==> src/rtl/multi_ballot_controller.sv <==
// Ballot controller: voter authentication against a voted-flag registry, one vote per ID,
// saturating per-candidate tallies and a one-candidate-per-cycle winner scan.
module multi_ballot_controller #(
    parameter int unsigned ID_W     = 8,
    parameter int unsigned NUM_CAND = 8,
    parameter int unsigned CAND_W   = 4,
    parameter int unsigned CNT_W    = 16,
    parameter int unsigned ID_MIN   = 1,
    parameter int unsigned ID_MAX   = 200,
    parameter int unsigned TIMEOUT  = 64
) (
    input  logic              clk,
    input  logic              reset,
    input  logic              enable,
    input  logic              poll_close,
    input  logic              auth_req,
    input  logic [ID_W-1:0]   voter_id,
    input  logic              submit,
    input  logic              cancel,
    input  logic [CAND_W-1:0] cand_sel,
    input  logic              result_req,
    output logic              ready,
    output logic [1:0]        state,
    output logic              vote_accepted,
    output logic              vote_rejected,
    output logic [2:0]        err_code,
    output logic [CNT_W-1:0]  total_votes,
    output logic [CAND_W-1:0] winner_id,
    output logic [CNT_W-1:0]  winner_votes,
    output logic              tie,
    output logic              results_valid
);
    typedef enum logic [1:0] {
        StIdle    = 2'd0,
        StSession = 2'd1,
        StScan    = 2'd2,
        StClosed  = 2'd3
    } state_t;

    localparam int unsigned TW = $clog2(TIMEOUT + 1);
    localparam int unsigned SW = CAND_W + 1;
    localparam logic [CNT_W-1:0] CNT_MAX = '1;

    state_t             cur;
    logic [2**ID_W-1:0] voted;
    logic [CNT_W-1:0]   counts [NUM_CAND];
    logic [ID_W-1:0]    voter;
    logic [TW-1:0]      idle_cnt;
    logic [SW-1:0]      scan_idx;
    logic               scan_from_closed;
    logic               close_pending;
    logic [CAND_W-1:0]  best_id;
    logic [CNT_W-1:0]   best_votes;
    logic               tie_acc;
    logic [CNT_W-1:0]   scan_cnt;
    logic               id_in_range;
    logic               cand_valid;

    assign state       = cur;
    assign id_in_range = (32'(voter_id) >= ID_MIN) && (32'(voter_id) <= ID_MAX);
    assign cand_valid  = 32'(cand_sel) < NUM_CAND;

    always_comb begin
        scan_cnt = '0;
        for (int i = 0; i < NUM_CAND; i++) begin
            if (scan_idx == SW'(i)) scan_cnt = counts[i];
        end
    end

    always_ff @(posedge clk or posedge reset) begin
        if (reset) begin
            cur              <= StIdle;
            voted            <= '0;
            for (int i = 0; i < NUM_CAND; i++) counts[i] <= '0;
            voter            <= '0;
            idle_cnt         <= '0;
            scan_idx         <= '0;
            scan_from_closed <= 1'b0;
            close_pending    <= 1'b0;
            best_id          <= '0;
            best_votes       <= '0;
            tie_acc          <= 1'b0;
            ready            <= 1'b0;
            vote_accepted    <= 1'b0;
            vote_rejected    <= 1'b0;
            err_code         <= 3'd0;
            total_votes      <= '0;
            winner_id        <= '0;
            winner_votes     <= '0;
            tie              <= 1'b0;
            results_valid    <= 1'b0;
        end else begin
            ready         <= enable;
            vote_accepted <= 1'b0;
            vote_rejected <= 1'b0;
            if (!enable) begin
                // An aborted scan started from CLOSED falls back to CLOSED, which never reopens.
                if (cur == StSession) begin
                    cur <= StIdle;
                end else if (cur == StScan) begin
                    cur           <= scan_from_closed ? StClosed : StIdle;
                    results_valid <= 1'b0;
                end
            end else begin
                case (cur)
                    StIdle: begin
                        if (poll_close) begin
                            cur <= StClosed;
                        end else if (auth_req) begin
                            if (!id_in_range) begin
                                vote_rejected <= 1'b1;
                                err_code      <= 3'd1;
                            end else if (voted[voter_id]) begin
                                vote_rejected <= 1'b1;
                                err_code      <= 3'd2;
                            end else begin
                                voter    <= voter_id;
                                err_code <= 3'd0;
                                idle_cnt <= '0;
                                cur      <= StSession;
                            end
                        end else if (result_req) begin
                            cur              <= StScan;
                            scan_idx         <= '0;
                            results_valid    <= 1'b0;
                            scan_from_closed <= 1'b0;
                            close_pending    <= 1'b0;
                        end
                    end
                    StSession: begin
                        if (poll_close) begin
                            cur <= StClosed;
                        end else if (cancel) begin
                            cur <= StIdle;
                        end else if (submit) begin
                            if (cand_valid) begin
                                for (int i = 0; i < NUM_CAND; i++) begin
                                    if (cand_sel == CAND_W'(i) && counts[i] != CNT_MAX)
                                        counts[i] <= counts[i] + CNT_W'(1);
                                end
                                if (total_votes != CNT_MAX) total_votes <= total_votes + CNT_W'(1);
                                voted[voter]  <= 1'b1;
                                vote_accepted <= 1'b1;
                                err_code      <= 3'd0;
                                results_valid <= 1'b0;
                                cur           <= StIdle;
                            end else begin
                                vote_rejected <= 1'b1;
                                err_code      <= 3'd3;
                                idle_cnt      <= '0;
                            end
                        end else if (idle_cnt == TW'(TIMEOUT - 1)) begin
                            vote_rejected <= 1'b1;
                            err_code      <= 3'd4;
                            cur           <= StIdle;
                        end else begin
                            idle_cnt <= idle_cnt + TW'(1);
                        end
                    end
                    StScan: begin
                        if (poll_close) close_pending <= 1'b1;
                        if (32'(scan_idx) < NUM_CAND) begin
                            // Strictly-greater keeps the lower index on equal counts.
                            if (scan_idx == '0 || scan_cnt > best_votes) begin
                                best_id    <= scan_idx[CAND_W-1:0];
                                best_votes <= scan_cnt;
                                tie_acc    <= 1'b0;
                            end else if (scan_cnt == best_votes) begin
                                tie_acc <= 1'b1;
                            end
                            scan_idx <= scan_idx + SW'(1);
                        end else begin
                            winner_id     <= best_id;
                            winner_votes  <= best_votes;
                            tie           <= tie_acc;
                            results_valid <= 1'b1;
                            cur <= (scan_from_closed || close_pending || poll_close) ? StClosed
                                                                                     : StIdle;
                        end
                    end
                    StClosed: begin
                        if (auth_req) begin
                            vote_rejected <= 1'b1;
                            err_code      <= 3'd5;
                        end else if (result_req) begin
                            cur              <= StScan;
                            scan_idx         <= '0;
                            results_valid    <= 1'b0;
                            scan_from_closed <= 1'b1;
                            close_pending    <= 1'b0;
                        end
                    end
                endcase
            end
        end
    end
endmodule

==> config.mk <==
export PLATFORM = sky130hd
export DESIGN_NAME = multi_ballot_controller
export DESIGN_NICKNAME = d
export VERILOG_FILES = /design/src/rtl/multi_ballot_controller.sv
export SDC_FILE = /design/constraint.sdc
export NUM_CORES = 1
export LEC_CHECK = 0
export BUFFER_PORTS_ARGS = -buffer_cell sky130_fd_sc_hd__buf_2
export CAP_MARGIN = 25
export CORE_UTILIZATION = 55
export DETAILED_ROUTE_END_ITERATION = 12
export PLACE_DENSITY_LB_ADDON = 0.15
export SLEW_MARGIN = 20
export SYNTH_ARGS = -nofsm -noshare
export SYNTH_HDL_FRONTEND = slang
export SYNTH_SLANG_ARGS = --single-unit
==> constraint.sdc <==
create_clock -name clk -period 31.3 [get_ports clk]
set_clock_uncertainty 0.2 [all_clocks]
set_input_delay 7.825 -clock clk [delete_from_list [all_inputs] [get_ports clk]]
set_output_delay 7.825 -clock clk [all_outputs]
set_load 0.01 [all_outputs]
Yosys cells after proc, flatten, opt, wreduce, memory -nomap -nowiden
Cells that the tools add are included.

Bits in registers: 473. Input port bits: 20. Logic and storage cells: 248.

Muxes and demuxes: 99. Equal/unequal tests: 54. Magnitude comparators: 8. Bitwise operators: 5. Reductions and logical operators: 44. Add/sub/neg operators: 11.

Operators with widths (number): $or A256 B256 Y256 (1); $add A16 B1 Y16 const B (9); $ne A16 B16 Y1 const B (9); $mux W16 (8); $reduce_and A7 Y1 (11); $mux W7 (9); $mux W1 (41); $mux W2 (20); $ne A2 B2 Y1 const B (15); $mux W3 (7); $eq A5 B3 Y1 const B (4); $mux W5 (4); $lt A8 B9 Y1 const B (2); $eq A16 B16 Y1 (1); $eq A4 B3 Y1 const B (4); $ge A8 B1 Y1 const B (2); $gt A16 B16 Y1 (1); $reduce_and A4 Y1 (4); $reduce_and A8 Y1 (2); $ne A3 B3 Y1 const B (5); $pmux W5 S3 (1); $pmux W7 S2 (1); $reduce_and A6 Y1 (2); $eq A5 B2 Y1 const B (2); other kinds (33) (56).

Depth between registers and ports, before layout
Depth in word-level cells: 13. Mapped depth: 23. Mapped depth without buffers: 19.

Least setup slack after synthesis
OpenSTA, ideal clock, no wires.

Path type: in2reg. Start point: input voter_id[1]. End point: register voter[2]. Setup time: 0.128 ns. Data arrival time: 10.317 ns. Slack: 20.655 ns. Data required time: 30.972 ns. Stages on the path: 12. Cells stage by stage: buf_4 > buf_6 > buf_2 > mux4_2 > mux2i_1 > mux2i_1 > mux4_2 > o32ai_1 > nand3b_1 > and2_4 > nor2_8 > mux2_1.

Cells in the longest elaborated chain, start to end: 4.

Ends and longest elaborated chain: start, declared (line 17) `input logic [ID_W-1:0] voter_id,`; $bmux W1 S8 (line 113) `end else if (voted[voter_id]) begin`; $mux W1 (implied by the code) (line 113); $not A1 Y1 (no source line); $reduce_and A6 Y1 (no source line) (*); end signal, assigned (line 117) `voter <= voter_id;`; end, declared (line 47) `logic [ID_W-1:0] voter;`.

Mark *: on every way between the ends. The rest lies on a longest branch, timed or not. The select of a mux whose other input is x is not followed. A chain may end at the register's enable or synchronous reset.

Final worst setup path
Same ends and word-level chain as after synthesis.

==> results.md <==
* CP peak stage delay at slightly below 0.7 ns
* Count of flip-flops with a built-in enable after synthesis at 0
* Initial antenna violation count at 0
* Share of layout cells above drive strength 1 at 15.23%
* Synth cell count leaders: 473 x dfrtp_1, 196 x a21o_1, 142 x nand2_1, 142 x nor2_1, 88 x clkbuf_1
* Startpoint Class: primary input
* Tightest Pin Transition at around 1.1 ns
* Period Utilization, post-route at a little over a third
* Area of the multi-input gates at slightly below 0.01 mm²
* Largest net degree at the start of global routing at 108
* Final instance area at 0.02461 mm²
* All-Layer GR Usage at between 20 and 30%
* Vias at 15440
* Hold crit path type: flop to flop
* Area contributors post-synth: dfrtp_1 54%, a21o_1 6.7%, mux4_2 5.7%
* Post-cts sizing count at 0
* CTS Root Cell: clkbuf_16
* Gate Count Post-Synth at approximately 1900
* Most common cell in the netlist: dfrtp_1
* Max Fanout on Critical Path at 55
* CTS tree: yes
* Layout fillers at slightly above 3000
* Sink Count at approximately 470
* First-pass GRT wire length at 86770 µm
* Max Slew Vio Count at 0
* Crit path capture type: flop
* Die height at roughly 200 µm
* Critical path's top delay family: multiplexers
* Combinational power share at between 20% and 30%
* Post-DR vias/cell at between 6 and 7
* Net Sw Frac at between 30% and 40%
* WP data required at about 32 ns
* Crit-path slowest cell: buf_4
* Most frequent CP cell: mux4_2
* Placed wire-length estimate at 34800 µm
* RSZ-0062 raised after global routing: false
* Post-route DRC at 0
* NetSw at 0.0005113 W
* Core area at just under 0.04 mm²
* Setup CP Type: primary input to flop
* WP buf/inv at 2
* Chip width at 202.1 µm
* Initial drt markers at 1398
* Clock group share of total power at a little over a third
* Leading area contributor after synthesis: dfrtp_1
* Pwr Density at about 66 mW/mm²
* Initial Utilization at between 50% and 60%
* Register share of total power at between 40% and 50%
* Top FF cell, synth: dfrtp_1
* # H-tree levels at 2
* Register area share after synthesis at approximately 54%
* Int Pwr at 0.001108 W
* Synth warn at 0
* Vias in the first global route at ~15000
* Nets@finish at ~2000
* Fraction of registers with async set/reset at between 90% and 100%
* DR pass1 iterations at 7
* Fin crit period at approximately 11 ns
* Post-CTS Setup Bufs at 0
* Mapped Area at ~0.022 mm²
* # IOs at 66
* Port bufs at 65
* Worst skew pair latency at ~0.6 ns
* Hold-fix buffers at CTS at 0
* Area Growth Syn to Fin at 11.81%
* Syn_nets at between 1500 and 2000
* Grt ovf at 0
* Placed cell areas at approximately 0.023 mm²
* Wire per inst at roughly 21 µm
* Critical path arrival at approximately 11 ns
* Peak VDD IR at around 0.000042 V
* Share of the synthesized area in the top cell type at a little over half
* Max Cap Violations at 0
* FF/Latch Area at 0.01184 mm²
* Antenna viol nets, final at 0
* Std cell rows at 72
* Bufs on Longest Clock Path at 3
* Leak Pwr at ~13 nW
* Post-Syn Area per Cell at roughly 12 µm²
* Total Wirelength at 53400 µm
* Gpl congestion at just over 0.8
* Hold Violations, Final at 0
* Clock-pin transition on the worst setup and hold timing paths at approximately 0.060 ns
* Crit-path cells: buf_2 > buf_4 > mux4_2 > nor3_1 > a211oi_1 > mux4_2 > o32ai_1 > nand3b_1 > and2_4 > nor2_8 > mux2_1
* # diodes at 0
* CTS buffer count at 50
* Unique cell type count in the Yosys netlist at between 60 and 70
* Status: complete, no violations
* Total negative slack at 0 ns
* Die area at around 0.04 mm²
* Fmax at about 92 MHz
* Rel. slew slack at 25.63%
* Setup-failing EPs final at 0
* FF+latch count, synth at about 470
==> power by group through the flow <==
| stage | Sequential [W] | Combinational (W) | Clock, W |
|---|---|---|---|
| finish | 0.000679 | 0.000350 | 0.000590 |
| global route | 0.000681 | 0.000385 | 0.000626 |
| CTS | 0.000677 | 0.000346 | 0.000602 |
| detailed placement | 0.000688 | 0.000343 | 0 |
| global placement | 0.000687 | 0.000336 | 0 |
| floorplan | 0.000668 | 0.000241 | 0 |
==> registers in the layout, summed over array words and instances, names as in the netlist, 5 cells and up <==
signal	flops
voted	256
counts	128
best_votes	16
total_votes	16
winner_votes	16
voter	8
idle_cnt	7
scan_idx	5
==> cells by family (layout without fill, tap and decap cells) <==
family | Yosys count | in the layout | share of synthesized area [%]
AND/OR/NAND/NOR | 531 | 531 | 11.62
AO/OA/AOI/OAI | 457 | 457 | 15.09
multiplexers | 134 | 134 | 9.549
XOR/XNOR | 135 | 135 | 5.371
flip-flops | 473 | 473 | 53.77
adder cells (fa/ha/maj) | 34 | 34 | 1.933
buffers and inverters | 144 | 232 | 2.660
==> through the flow <==
stage / power, W / worst slack [ns] / util, % / std cells / hold slack, ns
2_1_floorplan: 0.0009096 / 10.08 / - / 1908 / 0.2224
4_1_cts: 0.001625 / 20.29 / 62.64 / 2507 / 0.2517
3_5_place_dp: 0.001031 / 19.65 / 58.43 / 2415 / 0.2380
5_1_grt: 0.001693 / 20.16 / 62.95 / 2514 / 0.2585
3_3_place_gp: 0.001023 / 19.71 / 58.33 / 2410 / 0.2328
6_report: 0.001619 / 20.37 / 62.95 / 2514 / 0.2509
==> worst register-to-register path: cells and delay by family (launching register included) <==
family | cells | cell delay, ns
AO/OA/AOI/OAI | 13 | 2.65
flip-flops | 1 | 0.49
multiplexers | 1 | 0.35
AND/OR/NAND/NOR | 3 | 1.21
buffers and inverters | 2 | 0.54
adder cells (fa/ha/maj) | 1 | 0.30
==> layout by cell type (no fill, tap or decap), types with 27 or more instances in the layout <==
cell type | netlist | final
a21o_1 | 196 | 196
a21oi_1 | 52 | 51
and3_1 | 34 | 34
buf_2 | 9 | 64
buf_4 | 3 | 34
clkbuf_16 | 0 | 50
dfrtp_1 | 473 | 473
ha_1 | 34 | 34
inv_1 | 37 | 36
mux2_2 | 40 | 40
mux2i_1 | 30 | 30
mux4_2 | 56 | 56
nand2_1 | 142 | 142
nand3_1 | 59 | 59
nand4_1 | 36 | 36
nor2_1 | 142 | 134
nor3_1 | 34 | 27
o21ai_0 | 37 | 37
o21bai_1 | 64 | 64
xnor2_1 | 87 | 87
xor2_1 | 48 | 48
==> area by class of cell <==
| class | instances | share of cell area (%) |
|---|---|---|
| Tap cell | 518 | 2.633 |
| Timing Repair Buffer | 103 | 2.740 |
| Clock buffer | 78 | 6.121 |
| Sequential cell | 473 | 48.09 |
| Multi-Input combinational cell | 1291 | 39.25 |
| Clock inverter | 14 | 0.5643 |
| Inverter | 37 | 0.5948 |
==> layer usage <==
layer  vias to the layer above  share of wire, %  track usage, %
met4                         0               2.4           7.332
met3                        97               5.4           4.031
met1                      7924                47           40.72
met2                       455                45           40.98
li1                       6961                 -               -
met5                         -                 0               0
==> final timing paths <==
kind                                    startpoint                        end  slack (ns)  cells past startpoint
setup / recovery                       voter_id[1]       voter[2]$_DFFE_PP0P_       20.37                     11
hold / removal               voted[30]$_DFFE_PP0P_      voted[30]$_DFFE_PP0P_        0.25                      1
setup reg to reg           scan_idx[2]$_DFFE_PP0P_  best_votes[9]$_DFFE_PP0P_       25.41                     20
hold reg to reg              voted[30]$_DFFE_PP0P_      voted[30]$_DFFE_PP0P_        0.25                      1
max in group asynchronous                    reset     voted[246]$_DFFE_PP0P_       21.16                      5
min in group asynchronous                    reset     counts[45]$_DFFE_PP0P_        7.18                      2
No activity file was read; power rests on OpenSTA's default activity.
